$ cat config.mk
export PLATFORM = sky130hd
export DESIGN_NAME = cache_fill_fsm
export DESIGN_NICKNAME = d
export VERILOG_FILES = /design/src/rtl/cache_fill_fsm.sv
export SDC_FILE = /design/constraint.sdc
export NUM_CORES = 1
export LEC_CHECK = 0
export CAP_MARGIN = 15
export CORE_ASPECT_RATIO = 1.1
export CORE_MARGIN = 5
export CORE_UTILIZATION = 40
export CTS_BUF_LIST = sky130_fd_sc_hd__clkbuf_8 sky130_fd_sc_hd__clkbuf_16
export CTS_CLUSTER_DIAMETER = 80
export DETAILED_ROUTE_END_ITERATION = 16
export PLACE_DENSITY = 0.88
export SKIP_LAST_GASP = 1
export SYNTH_ARGS = -nofsm -noshare
export SYNTH_HDL_FRONTEND = slang
export SYNTH_SLANG_ARGS = --single-unit
export TNS_END_PERCENT = 30
$ cat constraint.sdc
create_clock -name clk -period 3.9 [get_ports clk]
set_input_delay 1.17 -clock clk [delete_from_list [all_inputs] [get_ports clk]]
set_output_delay 1.17 -clock clk [all_outputs]
set_load 0.02 [all_outputs]
$ cat src/rtl/cache_fill_fsm.sv
`default_nettype none
// ============================================================================
// Module      : cache_fill_fsm
// Description : Cache miss-service engine. On a miss it issues one read per
//               cycle for every word of the missing block, streams each
//               returned word into the cache data array, and writes the tag
//               array alongside the last word. fsm_busy stalls the CPU for
//               the whole fill.
// Revision    : 1.0 - initial release
// ============================================================================
module cache_fill_fsm #(
    parameter int ADDR_WIDTH      = 16,
    parameter int DWIDTH          = 16,
    parameter int WORDS_PER_BLOCK = 8
) (
    input  logic                  clk,
    input  logic                  rst,
    input  logic                  miss_detected,
    input  logic [ADDR_WIDTH-1:0] miss_address,
    output logic                  fsm_busy,
    output logic                  memory_read_en,
    output logic [ADDR_WIDTH-1:0] memory_address,
    input  logic                  memory_data_valid,
    input  logic [DWIDTH-1:0]     memory_data_in,
    output logic                  write_data_array,
    output logic [ADDR_WIDTH-1:0] cache_word_addr,
    output logic [DWIDTH-1:0]     cache_data_out,
    output logic                  write_tag_array
);

    // One extra counter bit so the terminal count WORDS_PER_BLOCK fits.
    localparam int                  c_CNT_W      = $clog2(WORDS_PER_BLOCK) + 1;
    localparam logic [c_CNT_W-1:0]  c_CNT_END    = c_CNT_W'(WORDS_PER_BLOCK);
    localparam logic [c_CNT_W-1:0]  c_CNT_LAST   = c_CNT_W'(WORDS_PER_BLOCK - 1);
    localparam logic [c_CNT_W-1:0]  c_CNT_ONE    = c_CNT_W'(1);
    // Clears the byte-offset-within-block bits of an address.
    localparam logic [ADDR_WIDTH-1:0] c_BLOCK_MASK = ~ADDR_WIDTH'(2 * WORDS_PER_BLOCK - 1);

    typedef enum logic [0:0] {
        S_IDLE = 1'b0,
        S_FILL = 1'b1
    } state_t;

    state_t                  state_q, state_d;
    logic [ADDR_WIDTH-1:0]   base_q, base_d;
    logic [c_CNT_W-1:0]      issue_cnt_q, issue_cnt_d;
    logic [c_CNT_W-1:0]      recv_cnt_q, recv_cnt_d;

    // Word counters scaled to byte offsets (16-bit words -> step of 2 bytes).
    logic [ADDR_WIDTH-1:0]   w_issue_off;
    logic [ADDR_WIDTH-1:0]   w_recv_off;

    assign w_issue_off = ADDR_WIDTH'(issue_cnt_q) << 1;
    assign w_recv_off  = ADDR_WIDTH'(recv_cnt_q) << 1;

    // State, block base and request/return counters.
    always_ff @(posedge clk) begin
        if (rst) begin
            state_q     <= S_IDLE;
            base_q      <= '0;
            issue_cnt_q <= '0;
            recv_cnt_q  <= '0;
        end else begin
            state_q     <= state_d;
            base_q      <= base_d;
            issue_cnt_q <= issue_cnt_d;
            recv_cnt_q  <= recv_cnt_d;
        end
    end

    // Next-state and output decode; reset forces every output low at once,
    // so an aborted fill can never produce a further write or tag update.
    always_comb begin
        state_d          = state_q;
        base_d           = base_q;
        issue_cnt_d      = issue_cnt_q;
        recv_cnt_d       = recv_cnt_q;
        fsm_busy         = 1'b0;
        memory_read_en   = 1'b0;
        memory_address   = '0;
        write_data_array = 1'b0;
        cache_word_addr  = '0;
        cache_data_out   = '0;
        write_tag_array  = 1'b0;

        if (!rst) begin
            case (state_q)
                S_IDLE: begin
                    // Stall in the miss cycle itself; returns are ignored here.
                    fsm_busy = miss_detected;
                    if (miss_detected) begin
                        base_d      = miss_address & c_BLOCK_MASK;
                        issue_cnt_d = '0;
                        recv_cnt_d  = '0;
                        state_d     = S_FILL;
                    end
                end
                S_FILL: begin
                    fsm_busy = 1'b1;
                    // Request path: back-to-back reads until the block is asked for.
                    if (issue_cnt_q < c_CNT_END) begin
                        memory_read_en = 1'b1;
                        memory_address = base_q + w_issue_off;
                        issue_cnt_d    = issue_cnt_q + c_CNT_ONE;
                    end
                    // Return path: independent of requests, words arrive in order.
                    if (memory_data_valid) begin
                        write_data_array = 1'b1;
                        cache_word_addr  = base_q + w_recv_off;
                        cache_data_out   = memory_data_in;
                        recv_cnt_d       = recv_cnt_q + c_CNT_ONE;
                        if (recv_cnt_q == c_CNT_LAST) begin
                            write_tag_array = 1'b1;
                            state_d         = S_IDLE;
                        end
                    end
                end
            endcase
        end
    end

endmodule
`default_nettype wire

# Word-level counts from Yosys, hierarchy flattened
# Index checks and enable logic that the tools add are counted.
# totals
in_bits	36
regBits	21
# classes
n_eq_ne	4
n_reduce_logical	3
bitwise	1
n_mux	30
addsub	4
n_lt_le_gt_ge	1
# op_table
cell	count
$mux 16	9
$add 16x5->16	2
$pmux 4 s2	2
$mux 1	14
$mux 4	3
$add 4x1->4 const B	2
$reduce_and 2->1	3
$eq 4x3->1 const B	1
$lt 4x4->1 const B	1
$ne 2x2->1 const B	2
$pmux 1 s2	2
$ne 2x1->1 const B	1
$not 1->1	1

# Depth between registers and ports, before layout
# depth
depth_word	5
ltp_mapped	6
mapped_depth_nobuf	5

# Worst setup path after synthesis
# OpenSTA, ideal clock, no wires.
# synth_timing
kind	input to output
from	in rst
to	out cache_word_addr[12]
t_arrival_ps	2256
required_ps	2730
n_path_buf	2
slack_ps	474
cell_stages	4
cell_sequence	clkbuf_1 or2_1 buf_6 a311oi_1
# synth_between
elab_chain_cells	1
# synth_rtl
item	line	text
from (decl)	17	input logic rst,
$mux 16	86	if (!rst) begin
to (decl)	26	output logic [ADDR_WIDTH-1:0] cache_word_addr,
# No other way between the ends.

# Worst setup path in the final report
# layout_timing
from	in memory_data_valid
to	out cache_word_addr[12]
# layout_between
elab_chain_cells	3
# layout_rtl
item	line	text
from (decl)	23	input logic memory_data_valid,
$mux 16	107	if (memory_data_valid) begin
$mux 16	87	case (state_q)
$mux 16	86	
# No other way between the ends.

==> metrics.log <==
[metrics] run status: finished with violations
[metrics] violated checks: negative setup slack
[metrics] synthesized netlist cell count: 220
[metrics] reported net switching power: 0.1444 mW
[metrics] count of flip-flops with a built-in enable after synthesis: 0
[metrics] Post-Route Setup TNS: -2.561 ns
[metrics] number of standard cells in the layout, taps in and fillers out: 352
[metrics] vertical extent of the die: 76.65 um
[metrics] Fmax: 241.8 MHz
[metrics] post-detailed-route count of antenna-violating nets: 0
[metrics] effective utilization at floorplan: 41.06%
[metrics] path type of the worst setup path: in2out
[metrics] aggregate routed wire length: 4.877 mm
[metrics] number of design-rule violations left by the first detailed-router iteration: 170
[metrics] transition time at the pin with the least slew margin: 0.8516 ns
[metrics] static leakage power: 1.227 nW
[metrics] number of register bits inferred by synthesis: 21
[metrics] Reg power frac: 48.9%
[metrics] Hold Fails Final Rpt: 0
[metrics] ratio of cells with drive above 1 in the final layout: 12.33%
[metrics] final weighted congestion of routability-driven global placement: 0.9198
[metrics] clock buffer count from CTS: 3
[metrics] boundary pin count: 88
[metrics] count of hold-fix buffers inserted at cts: 0
[metrics] first-pass GRT wire length: 8.052 mm
[metrics] Cell Count Post-Placement: 348
[metrics] post-route clock period utilization: 106.0%
[metrics] Synth Warn #: 0
[metrics] Tightest Hold Check Type: reg2reg
[metrics] number of pins with negative max-slew slack in the final report: 0
[metrics] Slowest Stage Delay on Critical Path: 0.66 ns
[metrics] antenna fix cells: 0
[metrics] vias per cell: 5.250
[metrics] Power Density: 196.3 nW/um^2
[metrics] pin count of the biggest net entering global routing: 22
[metrics] Worst path top cell family by delay: buffers and inverters
[metrics] TritonCTS clock tree: yes
[metrics] critical path launch point type: input pin
[metrics] worst max-slew margin expressed relative to the limit: 43.11%
[metrics] Seq/Total Area, Yosys: 26.03%
[metrics] Final Total Pwr: 0.5036 mW
[metrics] proportion of synthesized flip-flops having asynchronous set or reset: 0%
[metrics] post-CTS clock slew at the launch and capture registers of the worst setup and hold paths: 0.07 ns
[metrics] top-area cell type share of the netlist area: 26.03%
[metrics] setup violation total in the final timing report: 21
[metrics] Max rail drop VDD: 149.9 uV
[metrics] cell occurring most often along the worst timing path: sky130_fd_sc_hd__clkdlybuf4s50_1
[metrics] H-tree Lvls: 1
[metrics] data required time at the worst endpoint: 2.73 ns
[metrics] top post-synthesis cells by count: 30 x sky130_fd_sc_hd__and2_1, 30 x sky130_fd_sc_hd__nand2_1, 24 x sky130_fd_sc_hd__a21oi_1, 21 x sky130_fd_sc_hd__dfxtp_1, 13 x sky130_fd_sc_hd__nor2_1
[metrics] largest fanout on the critical path: 5
[metrics] Setup Slack @ Placement: -0.3469 ns
[metrics] clock network power share: 27.9%
[metrics] antenna violations before repair: 0
[metrics] Core Footprint: 3934 um^2
[metrics] Sinks on Clock Net: 21
[metrics] Detailed Routing Iterations Pass 1: 4
[metrics] number of global-route vias before repair: 1756
[metrics] time the worst path needs with I/O delays and setup: 4.135 ns
[metrics] input/output buffers: 81
[metrics] cell accounting for the most synthesized area: sky130_fd_sc_hd__dfxtp_1
[metrics] skew final: 0.002398 ns
[metrics] Critical path buffers and inverters: 2
[metrics] total internal power: 0.3592 mW
[metrics] number of buffers inserted by post-CTS setup repair: 0
[metrics] total overflow reported by the global router: 0
[metrics] Critical Path AT: 2.97 ns
[metrics] Avg Inst Size Synth: 7.342 um^2
[metrics] maximum root-to-sink buffer count: 2
[metrics] number of remaining DRC errors: 0
[metrics] crit path capture type: output port
[metrics] min setup slack post-route: -0.2352 ns
[metrics] unique cell type count in the Yosys netlist: 41
[metrics] clock root cell: sky130_fd_sc_hd__clkbuf_8
[metrics] Die Area: 5411 um^2
[metrics] Main synth FF type: sky130_fd_sc_hd__dfxtp_1
[metrics] part of the total power dissipated in combinational logic: 23.3%
[metrics] Area Overhead vs Synth: 58.79%
[metrics] switching fraction of total power: 28.67%
[metrics] clock network latency to the later pin of the worst-skew pair: 0.26 ns
[metrics] aggregate global-route resource usage: 17.72%
[metrics] unrepaired setup endpoints after global routing: true
[metrics] post-DR wirelength/cell: 13.86 um
[metrics] utilization after layout: 65.20%
[metrics] overall via count from detail_route: 1848
[metrics] CP Cell Sequence: clkdlybuf4s50_1, nand2_1, or2_1, a311oi_1, clkdlybuf4s50_1
[metrics] netlist area before placement: 1615 um^2
[metrics] largest cells by area after synthesis: sky130_fd_sc_hd__dfxtp_1 26%, sky130_fd_sc_hd__and2_1 12%, sky130_fd_sc_hd__a21oi_1 7.4%
[metrics] row cnt: 24
[metrics] Die W: 70.59 um
[metrics] cell at the slowest stage of the critical path: sky130_fd_sc_hd__clkdlybuf4s50_1
[metrics] fin nets: 342
[metrics] number of max-cap violations: 0
[metrics] post-DP HPWL: 3.844 mm
flip-flops by register name, indices dropped and copies added (netlist names):
register / count
state_q: 1
base_q: 12
recv_cnt_q: 4
issue_cnt_q: 4
area by class of cell:
cell class | count | area [um^2]
fillers | 347 | 1369
multi-input cells | 176 | 1051
repair buffers | 95 | 968.4
flip-flops and latches | 21 | 420.4
well taps | 52 | 65.06
clock buffers | 3 | 41.29
inverters | 4 | 15.01
clock inverters | 1 | 3.754
final timing paths:
check / cells past startpoint / slack (ns) / endpoint / start
worst max-delay path: 5 / -0.24 / cache_word_addr[12] / memory_data_valid
worst min register to register: 2 / 0.51 / base_q[15]$_SDFFE_PP0P_ / base_q[15]$_SDFFE_PP0P_
worst max register to register: 3 / 2.37 / base_q[8]$_SDFFE_PP0P_ / state_q$_SDFF_PP0_
worst min-delay path: 2 / 0.51 / base_q[15]$_SDFFE_PP0P_ / base_q[15]$_SDFFE_PP0P_
cell usage in the layout (no fill, tap or decap), types with 3 or more instances in the layout:
cell,instances
sky130_fd_sc_hd__nand2b_1,3
sky130_fd_sc_hd__clkdlybuf4s50_1,45
sky130_fd_sc_hd__nor3_1,4
sky130_fd_sc_hd__dfxtp_1,21
sky130_fd_sc_hd__dlygate4sd2_1,9
sky130_fd_sc_hd__or3_1,3
sky130_fd_sc_hd__a21oi_1,24
sky130_fd_sc_hd__o21ai_0,6
sky130_fd_sc_hd__dlymetal6s2s_1,14
sky130_fd_sc_hd__buf_4,13
sky130_fd_sc_hd__and4_1,3
sky130_fd_sc_hd__and2_1,30
sky130_fd_sc_hd__clkbuf_8,3
sky130_fd_sc_hd__xor2_1,3
sky130_fd_sc_hd__o31ai_1,4
sky130_fd_sc_hd__a211oi_1,3
sky130_fd_sc_hd__or4_1,3
sky130_fd_sc_hd__nor2b_1,3
sky130_fd_sc_hd__a31oi_1,4
sky130_fd_sc_hd__clkdlybuf4s15_2,13
sky130_fd_sc_hd__xnor2_1,3
sky130_fd_sc_hd__nor2_1,13
sky130_fd_sc_hd__nand4_1,5
sky130_fd_sc_hd__nand2_1,30
sky130_fd_sc_hd__nand3_1,7
sky130_fd_sc_hd__ha_1,5
sky130_fd_sc_hd__inv_1,5
power groups by stage:
stage	Clock, mW	Sequential, mW	Combinational, mW
after global routing	0.158	0.248	0.128
after global placement	0	0.250	0.116
after floorplan	0	0.236	0.0728
final	0.140	0.246	0.117
after detailed placement	0	0.251	0.119
after CTS	0.143	0.246	0.118
worst min-delay path, stage by stage, from the launching register on:
cell and delay (ns):
sky130_fd_sc_hd__dfxtp_1 0.35, sky130_fd_sc_hd__nand2_1 0.06, sky130_fd_sc_hd__a21oi_1 0.05
metrics by stage:
| step | hold slack (ns) | cell area [um^2] |
|---|---|---|
| after floorplan | 0.4573 | 1619 |
| after global placement | 0.4800 | 2475 |
| after detailed placement | 0.4861 | 2475 |
| after CTS | 0.4967 | 2525 |
| after global routing | 0.5477 | 2565 |
| final | 0.5080 | 2565 |
cell families after synthesis:
kind of cell | synth area share (%)
adders and majority gates | 3.873
and+or+nand+nor | 39.35
other | 0.2322
AOI/OAI and AO/OA | 17.82
DFF | 26.03
buffers and inverters | 9.450
xor gates and xnor gates | 3.254
layer usage:
metal / GRT usage [%] / vias up / part of all wire (%)
met1: 20.06 / 852 / 39
met3: 2.222 / 10 / 5.4
met4: 6.015 / 0 / 1.8
li1: - / 919 / -
met5: 0 / - / 0
met2: 33.52 / 67 / 54
what timing repair did:
item / 4_1_cts / 5_1_grt
setup endpoints to repair: 49 / 49
pin swaps: 0 / 0
resized for setup: 48 / 15
No activity file was read; power rests on OpenSTA's default activity.
